## src/rtl/mix_pipe_pkg.sv

```systemverilog
// Shared types and helpers for the mix_pipe benchmark netlist.
// Session FSM states and MISR feedback tap generation.
package mix_pipe_pkg;

  typedef enum logic [1:0] {
    IDLE,
    RUN,
    DRAIN,
    DONE
  } state_t;

  // Taps on bits 0..2, trimmed to the register width.
  function automatic logic [63:0] misr_taps(input int w);
    logic [63:0] m;
    m = (w >= 64) ? '1 : ((64'd1 << w) - 64'd1);
    return 64'h7 & m;
  endfunction

endpackage

```

## src/rtl/mix_pipe_core.sv

```systemverilog
// Combinational LANES-wide six-NAND mixing network.
// Each lane is independent; no state.
module mix_core
  import mix_pipe_pkg::*;
#(
  parameter int LANES = 4
) (
  input  logic [LANES-1:0] a,
  input  logic [LANES-1:0] b,
  input  logic [LANES-1:0] c,
  input  logic [LANES-1:0] d,
  input  logic [LANES-1:0] e,
  output logic [LANES-1:0] o16,
  output logic [LANES-1:0] o17
);

  logic [LANES-1:0] n8;
  logic [LANES-1:0] n9;
  logic [LANES-1:0] n12;
  logic [LANES-1:0] n15;

  assign n8  = ~(a & c);
  assign n9  = ~(c & d);
  assign n12 = ~(b & n9);
  assign n15 = ~(n9 & e);
  assign o16 = ~(n8 & n12);
  assign o17 = ~(n12 & n15);

endmodule

```

## src/rtl/mix_pipe.sv

```systemverilog
// Session-framed valid/ready pipeline around the NAND mixing network.
// Optional output signature register: MIX_PIPE_MISR_EN.
module mix_pipe
  import mix_pipe_pkg::*;
#(
  parameter int LANES = 4,
  parameter int DEPTH = 2,
  parameter int CNT_W = 8
) (
  input  logic               clk,
  input  logic               rst_n,
  input  logic               start,
  input  logic [CNT_W-1:0]   len,
  input  logic               in_valid,
  output logic               in_ready,
  input  logic [LANES-1:0]   a,
  input  logic [LANES-1:0]   b,
  input  logic [LANES-1:0]   c,
  input  logic [LANES-1:0]   d,
  input  logic [LANES-1:0]   e,
  output logic               out_valid,
  input  logic               out_ready,
  output logic [LANES-1:0]   o16,
  output logic [LANES-1:0]   o17,
  output logic               busy,
  output logic               done,
  output logic [CNT_W-1:0]   count,
  output logic [2*LANES-1:0] sig
);

  localparam int W = 2 * LANES;

  state_t state;
  state_t state_nx;

  logic [CNT_W-1:0] issued;
  logic [CNT_W-1:0] len_q;
  logic [CNT_W-1:0] count_q;
  logic [DEPTH-1:0] vld;
  logic [W-1:0]     dat [DEPTH];
  logic [LANES-1:0] m16;
  logic [LANES-1:0] m17;
  logic             stall;
  logic             in_fire;
  logic             out_fire;
  logic             start_ok;

  mix_core #(.LANES(LANES)) u_core (
    .a   (a),
    .b   (b),
    .c   (c),
    .d   (d),
    .e   (e),
    .o16 (m16),
    .o17 (m17)
  );

  assign out_valid  = vld[DEPTH-1];
  assign {o17, o16} = dat[DEPTH-1];
  assign stall      = out_valid & ~out_ready;
  assign in_ready   = (state == RUN) && (issued < len_q) && !stall;
  assign in_fire    = in_valid & in_ready;
  assign out_fire   = out_valid & out_ready;
  assign start_ok   = (state == IDLE) && start;
  assign busy       = (state != IDLE);
  assign done       = (state == DONE);
  assign count      = count_q;

  // Session state register.
  always_ff @(posedge clk or negedge rst_n) begin
    if (!rst_n) state <= IDLE;
    else        state <= state_nx;
  end

  // Session transitions; last in/out handshakes end RUN/DRAIN.
  always_comb begin
    state_nx = state;
    unique case (state)
      IDLE: begin
        if (start)
          state_nx = (len == '0) ? DONE : RUN;
      end
      RUN: begin
        if (in_fire && (CNT_W'(issued + 1'b1) == len_q))
          state_nx = DRAIN;
      end
      DRAIN: begin
        if (out_fire && (CNT_W'(count_q + 1'b1) == len_q))
          state_nx = DONE;
      end
      DONE: state_nx = IDLE;
      default: state_nx = IDLE;
    endcase
  end

  // Session length latch and issue/retire counters.
  always_ff @(posedge clk or negedge rst_n) begin
    if (!rst_n) begin
      issued  <= '0;
      count_q <= '0;
      len_q   <= '0;
    end else if (start_ok) begin
      issued  <= '0;
      count_q <= '0;
      len_q   <= len;
    end else begin
      if (in_fire)  issued  <= issued + 1'b1;
      if (out_fire) count_q <= count_q + 1'b1;
    end
  end

  // Lock-step pipeline; a stall freezes every stage.
  always_ff @(posedge clk or negedge rst_n) begin
    if (!rst_n) begin
      vld <= '0;
      for (int i = 0; i < DEPTH; i++) dat[i] <= '0;
    end else if (!stall) begin
      vld[0] <= in_fire;
      dat[0] <= {m17, m16};
      for (int i = 1; i < DEPTH; i++) begin
        vld[i] <= vld[i-1];
        dat[i] <= dat[i-1];
      end
    end
  end

`ifdef MIX_PIPE_MISR_EN
  localparam logic [63:0] TAPS_F = misr_taps(W);
  localparam logic [W-1:0] TAPS  = TAPS_F[W-1:0];

  logic [W-1:0] sig_q;

  // Signature folds in each retired output word.
  always_ff @(posedge clk or negedge rst_n) begin
    if (!rst_n)
      sig_q <= '0;
    else if (start_ok)
      sig_q <= '0;
    else if (out_fire)
      sig_q <= ({sig_q[W-2:0], 1'b0}
               ^ (sig_q[W-1] ? TAPS : '0))
               ^ {o17, o16};
  end

  assign sig = sig_q;
`else
  assign sig = '0;
`endif

endmodule

```

## config.mk

```make
export PLATFORM = sky130hd
export DESIGN_NAME = mix_pipe
export DESIGN_NICKNAME = d
export VERILOG_FILES = /design/src/rtl/mix_pipe_pkg.sv /design/src/rtl/mix_pipe_core.sv /design/src/rtl/mix_pipe.sv
export SDC_FILE = /design/constraint.sdc
export NUM_CORES = 1
export LEC_CHECK = 0
export ABC_CLOCK_PERIOD_IN_PS = 3400
export CORE_AREA = 2 2 54 106
export CTS_CLUSTER_DIAMETER = 50
export DETAILED_ROUTE_END_ITERATION = 12
export DIE_AREA = 0 0 56 108
export GPL_ROUTABILITY_DRIVEN = 0
export GPL_TIMING_DRIVEN = 0
export PLACE_DENSITY = 0.9
export RECOVER_POWER = 50
export SLEW_MARGIN = 20
export SYNTH_ARGS = -nofsm -noshare
export SYNTH_HDL_FRONTEND = slang
export SYNTH_HIERARCHICAL = 1
export SYNTH_SLANG_ARGS = --single-unit
```

## constraint.sdc

```tcl
create_clock -name clk -period 3.4 [get_ports clk]
set_input_delay 0.85 -clock clk [delete_from_list [all_inputs] [get_ports clk]]
set_output_delay 0.85 -clock clk [all_outputs]
set_load 0.01 [all_outputs]
```

# ---- Word level (Yosys, flattened, before mapping)
# Cells that the tools add are included.
dict set report classes {
  addsub 2
  magnitude_cmp 1
  eq_ne 8
  muxes 9
  bitwise_logic 16
  n_reduce_logical 12
}
# cell n
set ops {}
lappend ops {{$mux W8} 4}
lappend ops {{$and A4 B4 Y4} 6}
lappend ops {{$not A4 Y4} 6}
lappend ops {{$add A8 B1 Y8 const B} 2}
lappend ops {{$eq A8 B8 Y1} 2}
lappend ops {{$logic_not A8 Y1} 1}
lappend ops {{$lt A8 B8 Y1} 1}
lappend ops {{$mux W2} 4}
lappend ops {{$pmux W2 S4} 1}
lappend ops {{$reduce_bool A2 Y1} 3}
lappend ops {{$logic_and A1 B1 Y1} 5}
lappend ops {{$eq A2 B2 Y1 const B} 2}
lappend ops {{$ne A2 B2 Y1 const B} 2}
lappend ops {{$and A1 B1 Y1} 3}
lappend ops {{$reduce_and A3 Y1} 1}
lappend ops {{$eq A2 B1 Y1 const B} 1}
lappend ops {{$logic_not A2 Y1} 1}
lappend ops {{$ne A2 B1 Y1 const B} 1}
lappend ops {{$logic_not A1 Y1} 1}
lappend ops {{$not A1 Y1} 1}
dict set report totals {
  register_bits 44
  input_bits 33
  output_inout_bits 28
  wordCells 55
}

# ---- Longest topological paths before layout
dict set report depth {
  word_depth 8
  ltp_mapped 11
  mapped_depth_nobuf 9
}

# ---- Hierarchy
# Netlist, hierarchy kept.
# mod instances cells_each area_each_um2 seq_area_each_um2
set modules_own_cells {}
lappend modules_own_cells {mix_pipe 1 274 2681.3 1101.1}
lappend modules_own_cells {mix_core 1 12 80.1 0.0}

# ---- Worst setup path before layout
# Ideal clock, no wire load.
dict set report synth_timing {
  path_type {input-to-output}
  from {in out_ready}
  to {out in_ready}
  arrival_time_ns 1.451
  t_required_ns 2.550
  slack_ns 1.099
  stages 4
  path_buffers 1
  cell_sequence {nor2b_1 buf_6 nor4b_2 and2_1}
}
dict set report synth_between {
  elab_chain_cells 4
}
# element line_no
set synth_lines {}
lappend synth_lines {{from (decl)} mix_pipe.sv:22} ;# input logic out_ready,
lappend synth_lines {{$not A1 Y1} mix_pipe.sv:60} ;# assign stall = out_valid & ~out_ready;
lappend synth_lines {{$and A1 B1 Y1} mix_pipe.sv:60}
lappend synth_lines {{$logic_not A1 Y1} -}
lappend synth_lines {{$logic_and A1 B1 Y1} mix_pipe.sv:61} ;# assign in_ready = (state == RUN) && (issued < len_q) && !stall;
lappend synth_lines {{to (decl)} mix_pipe.sv:15} ;# output logic in_ready,
# Every way passes these cells.

# ---- Worst setup path in the final report
# Same ends and word-level chain as after synthesis.

==> flow_summary_export.csv <==
group,metric,value,unit
status,status,"finished, violations left",
status,violations,"capacitance limit, slew limit",
critical_path,critPathLaunchType,"input port",
logic_synthesis,seq_area_frac_synth,0.399,
detailed_routing,via_per_inst,5.71,
logic_synthesis,synthCells,286,
global_routing,grt_overflow,0,
detailed_routing,met2_wirelength,3.72,mm
critical_path,cp_top_family,"buffers and inverters",
critical_path,crit_start,"out_ready",
sta,period_share,0.955,
final_layout,final_util,0.676,
logic_synthesis,ys_ff_latch,44,
logic_synthesis,synth.distinct_cells,45,
critical_path,worstSetupPathDepth,6,
critical_path,critPathArrivalTime,2.40,ns
clock_network,numClockSinks,44,
logic_synthesis,synth_area_per_cell,9.66,µm²
critical_path,path_cells,"dlygate4sd3_1, nor2b_1, buf_6, nor4b_2, and2_1, dlygate4sd2_1",
sta,fin_crit,3.25,ns
die,start_util,0.533,
critical_path,crit_type,"input port to output pin",
placed_design,io_buffers,52,
logic_synthesis,ys.flop_type,"dfrtp_1",
logic_synthesis,synth-compound-area-share,0.102,
critical_path,worstReg2RegStart,"len_q[6]",
sta,fmax,308,MHz
global_routing,first_global_vias,2516,
logic_synthesis,synth_top_family_by_area,"simple AND/OR/NAND/NOR gates",
clock_network,cts_setup_buffers,0,
detailed_routing,drtPass1Iterations,4,
detailed_routing,wl_per_cell,16.1,µm
detailed_routing,dr.max_layer_used,"met4",
clock_network,cts_root_buf,"clkbuf_8",
clock_network,max-clock-path-buffers,2,
clock_network,ctsHoldBuffers,0,
final_layout,layout_common_cells,"clkdlybuf4s50_1 (48), dfrtp_1 (44), nor2_1 (30)",
final_layout,layout_commonest_cell,"clkdlybuf4s50_1",
sta,finalSetupTns,0,ns
sta,whs,0.511,ns
clock_network,cts_inserted_buffers,5,
global_routing,grt_usage,0.236,
worst_hold_path,hold_class,"register to register",
global_routing,antenna_found_initial,0,
logic_synthesis,yosysWarningCount,6,
pwr,powerDensity,674,mW/mm²
logic_synthesis,async_flop_share,1.00,
sta,hold_viol_final,0,
final_layout,fin_nets,401,
die,die_w,56,µm
logic_synthesis,yosys.area_share.adder,0.0680,
global_routing,grt_max_degree,34,
sta,max_slew.worst_pin.slew,1.80,ns
sta,skew,0.00364,ns
clock_network,htree_levels,2,
sta,setup_violations,0,
global_routing,grt_pass1_wl,11.1,mm
detailed_routing,wl,6.63,mm
logic_synthesis,synth-simple-area-share,0.180,
die,dieArea,0.00605,mm²
clock_network,clk_pin_slew,0.09,ns
critical_path,slowest_delay,0.60,ns
pwr,power.leakage,0.00155,µW
critical_path,critPathBufInv,3,
die,pin_count,61,
die,dieHeight,108,µm
detailed_routing,met3_length,287,µm
sta,slew_headroom,-0.200,
critical_path,endpoint,"in_ready",
detailed_routing,drc,0,
placed_design,pre_cts_ws,-0.0325,ns
pwr,ir_drop,0.611,mV
die,num_rows,37,
critical_path,critPathRequiredTime,2.55,ns
clock_network,tritoncts,"yes",
detailed_routing,drt-initial-drc-count,93,
sta,fin_ws,0.153,ns
detailed_routing,drtAntennaViolNets,0,
final_layout,diodes,0,
critical_path,r2r-end,"state[1]",
logic_synthesis,synthXorXnorAreaFrac,0.0856,
final_layout,final_layout_size_suffix_gt1_frac,0.144,
critical_path,r2r_slack,1.03,ns
placed_design,dp_hpwl,5.01,mm
logic_synthesis,netlist_area,0.00276,mm²
run,cap_violations,1,
final_layout,area_growth_syn_to_layout,27.0,%
critical_path,rr_worst_depth,11,
clock_network,clock_latency,0.30,ns
die,core,0.00518,mm²
logic_synthesis,synth_edf_count,0,
critical_path,cp_slowest_cell,"dlygate4sd3_1",
critical_path,end_kind,"output pin",
sta,drv_slew,34,
detailed_routing,route.layer.met1.wl,2.35,mm
clock_network,cts_resized,1,
critical_path,critical_path_peak_fanout,10,
logic_synthesis,synth_mux_area_frac,0.0802,
detailed_routing,vias,2346,
sta,rsz0062_at_grt,"false",
[power by group]
| group | switching, µW | internal (µW) | total [µW] |
|---|---|---|---|
| combinational | 521 | 543 | 1060 |
| sequential | 155 | 668 | 822 |
| clock | 186 | 289 | 475 |
| total | 862 | 1500 | 2360 |
[per-layer routing]
| metal | GRT usage | up-vias |
|---|---|---|
| li1 | - | 1097 |
| met1 | 0.234 | 1139 |
| met2 | 0.445 | 88 |
| met3 | 0.0395 | 22 |
| met4 | 0.141 | 0 |
| met5 | 0 | - |
[worst min path at each step]
stage,depth (start not counted),endpoint,from,slack [ns]
2_1_floorplan,1,vld[1],vld[0],0.44
3_3_place_gp,1,o17[2],dat[14],0.48
3_5_place_dp,1,dat[13],dat[13],0.49
4_1_cts,1,issued[2],rst_n,0.43
5_1_grt,1,dat[10],dat[10],0.53
6_report,1,o17[3],dat[15],0.51
[area by class of cell]
cell class                 instances  area, µm²
fill                             392       1680
multi-input combinational        210       1460
tap                               58       72.6
buffer                            27        185
inverter                          12       45.0
sequential                        44       1100
timing repair buffer              53        517
clock inverter                     2       60.1
clock buffer                       5       68.8
[through the flow]
stage / cells / power, µW / instance area, µm²
after floorplan: 293 / 1500 / 2790
after global placement: 403 / 1820 / 3380
after detailed placement: 404 / 1870 / 3400
after CTS: 411 / 2360 / 3520
after global routing: 411 / 2490 / 3510
final: 411 / 2360 / 3510
[logic make-up (layout without fill, tap and decap cells)]
logic type	Yosys count	in the layout
AO/OA/AOI/OAI	40	40
XOR/XNOR	27	27
adder cells (fa/ha/maj)	15	15
buffers and inverters	39	99
flip-flops	44	44
multiplexers	20	20
other	1	8
AND/OR/NAND/NOR	100	100
[synth_stat cells (5+ instances only)]
cell type  count  share of area
a22o_1         5          0.016
dfrtp_1       44           0.40
mux2_2        17          0.069
clkbuf_1       6         0.0082
and2_1         5          0.011
nand4_1        7          0.016
inv_1         12          0.016
xor2_1        15          0.048
xnor2_1       12          0.038
o21ai_0       14          0.025
nand2_1       23          0.031
nor2_1        30          0.041
ha_1          15          0.068
nor3_1         6          0.011
buf_4         18          0.049
nand3_1       11          0.020
[registers in the layout, indices dropped and copies added, names as in the netlist]
name and cells:
o16 4, len_q 8, o17 4, count 8
vld 2, dat 8, state 2, issued 8
Note: power is estimated with default switching activity, not from simulation.
